==> config.mk <==
export PLATFORM = sky130hd
export DESIGN_NAME = cdc_hs_tx_ctrl
export DESIGN_NICKNAME = d
export VERILOG_FILES = /design/src/rtl/cdc_hs_pkg.sv /design/src/rtl/sync_ff_chain.sv /design/src/rtl/cdc_hs_tx_ctrl.sv
export SDC_FILE = /design/constraint.sdc
export NUM_CORES = 1
export LEC_CHECK = 0
export CORE_MARGIN = 2
export CORE_UTILIZATION = 39
export DETAILED_ROUTE_END_ITERATION = 12
export GPL_TIMING_DRIVEN = 0
export PLACE_DENSITY_LB_ADDON = 0.15
export SYNTH_ARGS = -nofsm -noshare
export SYNTH_HDL_FRONTEND = slang
export SYNTH_HIERARCHICAL = 1
export SYNTH_SLANG_ARGS = --single-unit
==> constraint.sdc <==
create_clock -name CLK -period 1.25 [get_ports CLK]
set_clock_uncertainty 0.1 [all_clocks]
set_input_delay 0.125 -clock CLK [delete_from_list [all_inputs] [get_ports CLK]]
set_output_delay 0.125 -clock CLK [all_outputs]
set_load 0.05 [all_outputs]
==> src/rtl/cdc_hs_pkg.sv <==
// Shared definitions for the 4-phase REQ/ACK source-side transfer controller:
// FSM state encoding and default parameter values.
package cdc_hs_pkg;

  typedef enum logic [1:0] {
    IDLE   = 2'b00,
    REQ_HI = 2'b01,
    REQ_LO = 2'b10
  } hs_state_e;

  localparam int unsigned DEF_BUS_WIDTH      = 8;
  localparam int unsigned DEF_NUM_STAGES     = 2;
  localparam int unsigned DEF_TIMEOUT_CYCLES = 1024;

endpackage

==> src/rtl/sync_ff_chain.sv <==
// 1-bit flop chain used to bring an asynchronous level into the CLK domain.
// Only the last stage is safe to use; earlier stages may be metastable.
module sync_ff_chain #(
  parameter int unsigned NUM_STAGES = 2
) (
  input  logic CLK,
  input  logic RST,
  input  logic d_in,
  output logic q_out
);

  if (NUM_STAGES < 2) begin : g_bad_stages
    $error("sync_ff_chain: NUM_STAGES must be at least 2");
  end

  logic [NUM_STAGES-1:0] chain_q;
  logic [NUM_STAGES-1:0] chain_d;

  // Shift the input one stage deeper every cycle.
  always_comb begin
    chain_d = {chain_q[NUM_STAGES-2:0], d_in};
  end

  // Chain flops, cleared by the synchronous active-low reset.
  always_ff @(posedge CLK) begin
    if (!RST) begin
      chain_q <= '0;
    end else begin
      chain_q <= chain_d;
    end
  end

  assign q_out = chain_q[NUM_STAGES-1];

endmodule

==> src/rtl/cdc_hs_tx_ctrl.sv <==
// Source-side 4-phase REQ/ACK controller for moving a multi-bit word across a
// clock-domain boundary. The word is captured on acceptance and held on
// DATA_OUT while REQ/ACK complete a full 4-phase cycle.
//
// Optional build macro CDC_HS_TIMEOUT_EN: when defined, a handshake that sits
// in REQ_HI or REQ_LO for TIMEOUT_CYCLES cycles is aborted with an ERR pulse.
// When undefined, ERR is tied low and the FSM waits for ACK forever.
//
// state  | meaning
// IDLE   | ready for a new word, REQ low
// REQ_HI | REQ high, waiting for synchronized ACK to rise
// REQ_LO | REQ low, waiting for synchronized ACK to fall
module cdc_hs_tx_ctrl
  import cdc_hs_pkg::*;
#(
  parameter int unsigned BUS_WIDTH      = DEF_BUS_WIDTH,
  parameter int unsigned NUM_STAGES     = DEF_NUM_STAGES,
  parameter int unsigned TIMEOUT_CYCLES = DEF_TIMEOUT_CYCLES
) (
  input  logic                 CLK,
  input  logic                 RST,
  input  logic [BUS_WIDTH-1:0] TX_DATA,
  input  logic                 TX_VALID,
  output logic                 TX_READY,
  input  logic                 ACK_ASYNC,
  output logic                 REQ,
  output logic [BUS_WIDTH-1:0] DATA_OUT,
  output logic                 DONE,
  output logic                 ERR
);

  if (TIMEOUT_CYCLES < 1) begin : g_bad_timeout
    $error("cdc_hs_tx_ctrl: TIMEOUT_CYCLES must be at least 1");
  end

  hs_state_e            state_q, state_d;
  logic                 req_q, req_d;
  logic [BUS_WIDTH-1:0] data_q, data_d;
  logic                 done_q, done_d;
  logic                 ack_s;
  logic                 timeout_hit;

  sync_ff_chain #(
    .NUM_STAGES(NUM_STAGES)
  ) u_ack_sync (
    .CLK  (CLK),
    .RST  (RST),
    .d_in (ACK_ASYNC),
    .q_out(ack_s)
  );

`ifdef CDC_HS_TIMEOUT_EN
  localparam int unsigned CNT_W = $clog2(TIMEOUT_CYCLES + 1);

  logic [CNT_W-1:0] cnt_q, cnt_d;
  logic             err_q, err_d;

  // The count is the number of edges already spent in the current wait state,
  // so hitting TIMEOUT_CYCLES-1 here means this edge is the TIMEOUT_CYCLES-th.
  assign timeout_hit = (cnt_q == CNT_W'(TIMEOUT_CYCLES - 1));

  // Count cycles in a wait state; restart on any state change and in IDLE.
  always_comb begin
    cnt_d = cnt_q + CNT_W'(1);
    if ((state_d != state_q) || (state_q == IDLE)) begin
      cnt_d = '0;
    end
  end

  // Error pulse fires on the edge that aborts a stalled handshake.
  always_comb begin
    err_d = 1'b0;
    if (((state_q == REQ_HI) && !ack_s) || ((state_q == REQ_LO) && ack_s)) begin
      err_d = timeout_hit;
    end
  end

  // Timeout counter and error pulse flops.
  always_ff @(posedge CLK) begin
    if (!RST) begin
      cnt_q <= '0;
      err_q <= 1'b0;
    end else begin
      cnt_q <= cnt_d;
      err_q <= err_d;
    end
  end

  assign ERR = err_q;
`else
  assign timeout_hit = 1'b0;
  assign ERR         = 1'b0;
`endif

  // Next-state and registered-output logic for the 4-phase sequence.
  // ACK progress wins over a timeout that lands on the same edge.
  always_comb begin
    state_d = state_q;
    req_d   = req_q;
    data_d  = data_q;
    done_d  = 1'b0;
    unique case (state_q)
      IDLE: begin
        if (TX_VALID) begin
          data_d  = TX_DATA;
          req_d   = 1'b1;
          state_d = REQ_HI;
        end
      end
      REQ_HI: begin
        if (ack_s) begin
          req_d   = 1'b0;
          state_d = REQ_LO;
        end else if (timeout_hit) begin
          req_d   = 1'b0;
          state_d = IDLE;
        end
      end
      REQ_LO: begin
        if (!ack_s) begin
          done_d  = 1'b1;
          state_d = IDLE;
        end else if (timeout_hit) begin
          state_d = IDLE;
        end
      end
      default: begin
        req_d   = 1'b0;
        state_d = IDLE;
      end
    endcase
  end

  // State and output registers; reset mid-transfer drops REQ immediately.
  always_ff @(posedge CLK) begin
    if (!RST) begin
      state_q <= IDLE;
      req_q   <= 1'b0;
      data_q  <= '0;
      done_q  <= 1'b0;
    end else begin
      state_q <= state_d;
      req_q   <= req_d;
      data_q  <= data_d;
      done_q  <= done_d;
    end
  end

  assign TX_READY = (state_q == IDLE);
  assign REQ      = req_q;
  assign DATA_OUT = data_q;
  assign DONE     = done_q;

endmodule
==> impl_metrics.yaml <==
run_status:
  status: "finished, final reports clean"
timing:
  period_minus_slack_ps: 1210
  rsz0062_at_grt: "no"
  hold_viol: 0
  tns_ps: 0
  finalCritPeriodShare_pct: 96.7
  whs_ps: 303
  slew_viol_final: 0
  fmax_mhz: 827
  final.setup.worst_slack_ps: 41.1
  finalSetupViolations: 0
pwr:
  leakagePower_uw: 0.000331
  powerDensity_mw_per_mm2: 1190
  irDropWorstVdd_mv: 0.586
global_routing:
  gr-total-overflow: 0
  gr-max-usage-layer: "met2"
  grt.met3_usage_pct: 6.38
  first_global_vias: 346
  met2_usage_pct: 19.1
  grt_usage_pct: 14.2
  grt_antenna_before_repair: 0
  grtUsageMet1_pct: 17.8
  grt_max_degree: 11
  grt_pass1_wl_um: 1500
final_layout:
  fin_cells: 100
  final_core_util_pct: 63.0
  drive_gt1_share_pct: 29.4
  diodes: 0
  nets: 99
  nFillCells: 121
  syn2layout_area_growth_pct: 50.6
route:
  drt_iter0_drc: 4
  routed-via-count: 480
  ant_nets: 0
  vias_per_cell: 4.80
  dr.pass1.iters: 3
  remaining_drc_errors: 0
  drt-total-wl_um: 1080
  detail_route.wl_per_cell_um: 10.8
logic_synthesis:
  ys_ff_latch: 14
  synth_edf_count: 0
  yosys_warnings: 6
  ys_seq_area_share_pct: 51.5
  synth_nets: 70
  async_flop_share_pct: 0
  yosys.area.top_type: "dfxtp_1"
  avgSynthCellArea_um2: 9.38
  synth.area.top_cells: "dfxtp_1 51%, nand3_1 7.4%, o21ai_0 7.4%, nand2_1 6.2%, nor3b_4 3.4%"
  synth_area_um2: 544
  synth_commonest_cells: "14 x dfxtp_1, 9 x nand2_1, 8 x nand3_1, 8 x o21ai_0"
  synth_top_area_share_pct: 51.5
  ys.flop_type: "dfxtp_1"
  yosysUniqueCellTypes: 21
  netlist_instances: 58
  yosysMostFrequentCell: "dfxtp_1"
flow_run:
  cap_violations: 0
clocking:
  root_buffer: "clkbuf_4"
  htreeDepth: 1
  path_clk_slew_ps: 80
  clk_path_buf_depth: 2
  cts_buffers: 3
  holdBufCountCts: 0
  cts_tree: "yes"
  clkSinkCount: 14
  clk_latency_ps: 270
setup_path:
  end_kind: "output port"
  critPathMaxFanout: 2
  endpoint: "DATA_OUT[1]"
  cpLargestDelayFamily: "buffers and inverters"
  start_kind: "register"
  reg2reg_from: "state_q[1]"
  slowest_stage: "clkdlybuf4s18_2"
  rrSetupSlack_ps: 130
  crit_arrival_ps: 980
  worstReg2RegEnd: "DATA_OUT[3]"
  crit_cells: 1
  crit_path_max_incr_delay_ps: 370
  startpoint: "DATA_OUT[1]"
  worst-endpoint-required_ps: 1020
  path_buf_inv: 1
  critical_path_class: "reg2out"
  worst_r2r_path_depth: 4
  worstPathCellList: "clkdlybuf4s18_2"
placement:
  place.gp.congestion: 0.573
  place.port_buffers: 22
  place_inst: 95
  dp_slack_ps: -270
floorplanning:
  initial_utilization_pct: 41.8
  fp.dieW_um: 41.4
  die_area_mm2: 0.00171
  rows: 13
  die_h_um: 41.4
  coreArea_mm2: 0.00130
  ios: 24
worst_hold_path:
  hold_class: "in2reg"
## worst min-delay path by stage
| stage | startpoint | to | cells after the start |
|---|---|---|---|
| after floorplan | ACK_ASYNC | u_ack_sync/chain_q[0] | 1 |
| after global placement | u_ack_sync/chain_q[0] | u_ack_sync/chain_q[1] | 1 |
| after detailed placement | u_ack_sync/chain_q[0] | u_ack_sync/chain_q[1] | 1 |
| after CTS | ACK_ASYNC | u_ack_sync/chain_q[0] | 2 |
| after global routing | TX_DATA[7] | DATA_OUT[7] | 3 |
| final | ACK_ASYNC | u_ack_sync/chain_q[0] | 2 |
## placed cells by master (no fill, tap or decap), types with 2 or more instances in the layout
cell type        count
clkdlybuf4s50_1     11
dfxtp_2              2
o21ai_0              8
nand3_1              8
clkdlybuf4s18_2      3
clkdlybuf4s15_2      5
clkbuf_4             3
dfxtp_1             12
buf_2                3
buf_4                4
and2_1               2
nand2_1              9
## report_power, final
group | leakage [µW] | switching (µW) | total (µW) | internal (µW)
Combinational | 0.000201 | 134 | 232 | 97.6
Sequential | 0.000116 | 18.4 | 491 | 473
Clock | 0.0000138 | 138 | 249 | 112
## flip-flops by register name, indices dropped and copies added (netlist names)
signal,cells
DATA_OUT,8
state_q,2
u_ack_sync/chain_q,2
DONE,1
REQ,1
## stage by stage
step | total power, µW | cell area (µm²)
after CTS | 977 | 818
final | 972 | 820
after floorplan | 645 | 547
after global placement | 735 | 786
after detailed placement | 736 | 786
after global routing | 1020 | 820
## kinds of logic after synthesis
| family | share of synthesized area, % |
|---|---|
| AND/OR/NAND/NOR | 26.7 |
| flip-flops | 51.5 |
| AO/OA/AOI/OAI | 10.1 |
| buffers and inverters | 7.58 |
| XOR/XNOR | 1.61 |
| multiplexers | 1.84 |
| other | 0.689 |
## final cells by class
type | count | area (µm²) | share of cell area, %
Buffer | 4 | 37.5 | 4.58
Clock buffer | 3 | 22.5 | 2.75
Inverter | 1 | 3.75 | 0.458
Multi-Input combinational cell | 39 | 225 | 27.5
Sequential cell | 14 | 283 | 34.5
Tap cell | 15 | 18.8 | 2.29
Timing Repair Buffer | 24 | 229 | 27.9
## what timing repair did
| action | 4_1_cts | 5_1_grt |
|---|---|---|
| endpoints found under the setup margin | 14 | 14 |
| pin swaps | 0 | 1 |
| buffers inserted | 0 | 2 |
| gates resized for setup | 37 | 9 |
## metal layers
layer  vias up  wire length (µm)  part of all wire (%)
li1        247                 -                     -
met1       214               493                    46
met2        15               490                    46
met3         4                77                   7.2
met4         0                14                   1.3
met5         -                 0                     0
(Power assumes the default switching activity.)
==> RTL edit 1 (same flow settings) <==
The 3 states of `hs_state_e` get a one-hot encoding in 3 bits.
--- a/src/rtl/cdc_hs_pkg.sv
+++ b/src/rtl/cdc_hs_pkg.sv
@@ -2,10 +2,10 @@
 // FSM state encoding and default parameter values.
 package cdc_hs_pkg;
 
-  typedef enum logic [1:0] {
-    IDLE   = 2'b00,
-    REQ_HI = 2'b01,
-    REQ_LO = 2'b10
+  typedef enum logic [2:0] {
+    IDLE   = 3'b001,
+    REQ_HI = 3'b010,
+    REQ_LO = 3'b100
   } hs_state_e;
 
   localparam int unsigned DEF_BUS_WIDTH      = 8;
Function: no difference found for any inputs over 10 cycles, from zero or initial values and one cycle with RST low; not proved beyond that.
==> RTL edit 1 against the unedited design <==
First-iteration DRC count increased to 3.0 times the old value. Register-to-register slack got worse by 0.21 ns. Via count increased by 6.5%. Sequential cell count increased by 1. Total power increased by 11%. Wire length increased by 17%. Cell area increased by 15%. Combinational power increased by 24%. Sequential share of layout area decreased by 1.4 points. Setup slack got worse by 0.12 ns. The flow now finishes with violations (negative setup slack). Worst hold slack got worse by 0.034 ns. Area after synthesis increased by 18%. Clock power increased by 8%.
==> RTL edit 1: results (changes against the unedited design) <==
stage,metric,value,unit,change
outcome,status,finished with violations,,was finished clean
outcome,violated checks,negative setup slack,,
route,Iter 0 DRT Violations,12,,was 4
global_routing,first-pass GRT wire length,2130,µm,was 1500 µm
timing,post-route setup slack,-0.0810,ns,was 0.0411 ns
route,post-DR vias/cell,4.91,,was 4.80
route,via count,511,,was 480
power_and_ir_drop,Comb pwr share,26.6,%,was 23.9%
power_and_ir_drop,P_sw,325,µW,was 290 µW
worst_hold_path,hold endpoint,state_q[1],,was u_ack_sync/chain_q[0]
synth,Synth area leaders,"dfxtp_1 (47%), mux2i_1 (12%), nor2b_1 (7.8%)",,"was dfxtp_1 (51%), nand3_1 (7.4%), o21ai_0 (7.4%)"
worst_setup_path,Reg-to-Reg End,DATA_OUT[0],,was DATA_OUT[3]
worst_hold_path,Hold Crit Depth,3,,was 2
power_and_ir_drop,Max VDD drop,0.000773,V,was 0.000586 V
worst_setup_path,"critical path fanouts, max",5,,was 2
finish,Nets,101,,was 99
finish,share of layout cells above drive strength 1,30.7,%,was 29.4%
placed_design,placed insts,98,,was 95
power_and_ir_drop,Flop+latch power,524,µW,was 491 µW
route,TritonRoute pass-1 iters,4,,was 3
placed_design,Post-DP Area,888,µm²,was 786 µm²
worst_setup_path,Slowest cell on crit path,dfxtp_4,,was clkdlybuf4s18_2
route,final wirelength,1260,µm,was 1080 µm
global_routing,vias in the first global route,493,,was 346
power_and_ir_drop,Lkg Pwr,0.383,nW,was 0.331 nW
power_and_ir_drop,power per cell area,1150,mW/mm²,was 1190 mW/mm²
timing,Final Setup Violations,9,,was 0
RTL edit 1: cell count changes after synthesis, sizes merged, moves of 2 or more:
cell    delta
nand3      -8
o21ai      -7
nor2b      +7
mux2i      +7
nand2      -9
nand2b     +2
RTL edit 1: worst min-delay path, cell delays in order:
cell and delay, ns:
dlygate4sd2_1 0.26, a31oi_1 0.17, nor3b_1 0.06
RTL edit 1: cells by family after synthesis:
group | Yosys count | synth area share [%]
flops | 15 | 46.8
mux | 8 | 12.5
compound gates | 4 | 3.90
other cells | 1 | 0.584
xor+xnor | 1 | 1.36
buf+inv | 6 | 7.02
simple gates | 25 | 27.9
RTL edit 1: metal layers:
layer	part of all wire, %	wire length (µm)	GRT usage (%)
met1	46	581	19.2
met2	48	608	23.2
met3	4.4	55	2.45
met4	0.72	9	5.45
met5	0	0	0
RTL edit 1: area by class of cell:
class | count | area (µm²)
plain buffers | 3 | 22.5
clock buffers | 4 | 26.3
fillers | 133 | 583
inverters | 1 | 3.75
multi-input cells | 39 | 318
flip-flops and latches | 15 | 312
well taps | 16 | 20.0
repair buffers | 26 | 239
RTL edit 1: worst max-delay path by stage:
stage                     startpoint     endpoint  slack (ns)  cells after the start
after floorplan           state_q[2]  DATA_OUT[0]       -0.06                      5
after global placement    state_q[2]     TX_READY       -0.45                      4
after detailed placement  state_q[2]     TX_READY       -0.45                      4
after CTS                 state_q[1]  DATA_OUT[6]       -0.07                      4
after global routing      state_q[1]  DATA_OUT[0]       -0.20                      4
final                     state_q[1]  DATA_OUT[0]       -0.08                      4
RTL edit 1: repair_timing:
| item | 4_1_cts | 5_1_grt |
|---|---|---|
| gates resized for setup | 47 | 11 |
| pin swaps | 2 | 0 |
| cloned | 1 | 0 |
| setup endpoints to repair | 20 | 17 |
| buffers inserted | 3 | 0 |
==> RTL edit 2 (same flow settings) <==
Made on the original files. Build with the macro `CDC_HS_TIMEOUT_EN` defined.
--- a/src/rtl/cdc_hs_tx_ctrl.sv
+++ b/src/rtl/cdc_hs_tx_ctrl.sv
@@ -10,6 +10,8 @@
 // IDLE   | ready for a new word, REQ low
 // REQ_HI | REQ high, waiting for synchronized ACK to rise
 // REQ_LO | REQ low, waiting for synchronized ACK to fall
+`define CDC_HS_TIMEOUT_EN
+
 module cdc_hs_tx_ctrl
   import cdc_hs_pkg::*;
 #(
Check against the original RTL: same outputs for any inputs over 10 cycles, from zero or initial values and one cycle with RST low; that may be too few to reach the edited logic, so the function may still have changed.
==> RTL edit 2 against the unedited design <==
The run now ends with negative setup slack left. Sequential cell count is 12 higher. Area after synthesis is 98% higher. Total power increased by 69%. Register-to-register slack lost 0.31 ns. Largest cell class is now multi-input combinational cells. Cell area up 100%. Setup slack worse by 0.22 ns. Wire length grew 140%. Utilization down 1.2 points.
==> RTL edit 2: results (changes against the unedited design) <==
stage,metric,value,unit,change
outcome,status,finished with violations,,was finished clean
outcome,violated checks,negative setup slack,,
route,post-DR vias/cell,5.33,,was 4.80
global_routing,GR Util met1,21.6,%,was 17.8%
global_routing,vias in the first global route,923,,was 346
synth,Synth area leaders,"dfxtp_1 (48%), mux2i_1 (7.4%), nor2b_1 (4.7%)",,"was dfxtp_1 (51%), nand3_1 (7.4%), o21ai_0 (7.4%)"
power_and_ir_drop,Lkg Pwr,0.632,nW,was 0.331 nW
synth,synthesized net count,119,,was 70
finish,clock-cell share of area,2.19,%,was 2.75%
finish,Non-clk invs,3,,was 1
finish,Reg area,551,µm²,was 283 µm²
synth,post-synthesis compound-gate area fraction,10.0,%,was 10.1%
route,TritonRoute pass-1 iters,4,,was 3
timing,post-route setup slack,-0.183,ns,was 0.0411 ns
floorplan,n_taps,31,,was 15
synth,library cells used by synthesis,30,,was 21
synth,Synth top cells by count,"dfxtp_1 (26), mux2i_1 (8), nor2b_1 (8)",,"was dfxtp_1 (14), nand2_1 (9), nand3_1 (8), o21ai_0 (8)"
finish,Layout non-clock buf frac,23.3,%,was 32.5%
finish,fill count,228,,was 121
worst_setup_path,"critical path fanouts, max",5,,was 2
finish,Layout area overhead,54.2,%,was 50.6%
global_routing,pin count of the biggest net entering global routing,15,,was 11
route,Iter 0 DRT Violations,15,,was 4
finish,share of layout cells above drive strength 1,49.0,%,was 29.4%
finish,clock buffers,4,,was 3
global_routing,global routing usage on met3,2.07,%,was 6.38%
clock_tree,Worst-path clk slew,0.14,ns,was 0.08 ns
timing,Final Setup Violations,21,,was 0
synth,mux cell area share after synthesis,7.44,%,was 1.84%
worst_setup_path,worst r2r path cells,5,,was 4
finish,max reg flops,11,,was 8
synth,Synth Area in XOR/XNOR,2.44,%,was 1.61%
placed_design,GP Congestion,0.674,,was 0.573
finish,Nets,163,,was 99
synth,Mean Syn Cell Area,10.2,µm²,was 9.38 µm²
global_routing,met2 Resource Use GR,28.2,%,was 19.1%
finish,multi-input gate count,71,,was 39
placed_design,Post-DP Area,0.00139,mm²,was 786 µm²
global_routing,GRT Overall Usage,16.7,%,was 14.2%
clock_tree,worst skew pair latency,0.32,ns,was 0.27 ns
power_and_ir_drop,Max VDD drop,0.000703,V,was 0.000586 V
placed_design,port buffer count,23,,was 22
RTL edit 2: critical path, cell delays in order (launching register included):
cell,delay (ns)
dfxtp_4,0.41
ha_4,0.15
and4_1,0.19
and4_4,0.28
buf_8,0.14
a21oi_2,0.05
RTL edit 2: timing repair:
action                                  CTS  global route
buffers inserted                          4            10
pin swaps                                12             7
gates resized for setup                  85            19
gates cloned                              3             0
endpoints found under the setup margin   34            26
RTL edit 2: final timing paths:
kind                   from                     to  slack [ns]
setup reg to reg   cnt_q[0]                    REQ       -0.18
setup / recovery   cnt_q[0]                    REQ       -0.18
hold / removal    ACK_ASYNC  u_ack_sync/chain_q[0]        0.25
hold reg to reg   cnt_q[10]                    ERR        0.37
RTL edit 2: where the power goes:
part | switching (mW) | internal, mW | leakage, nW
logic | 0.185 | 0.156 | 0.392
clock network | 0.246 | 0.178 | 0.0210
registers | 0.0225 | 0.852 | 0.219
total | 0.454 | 1.19 | 0.632
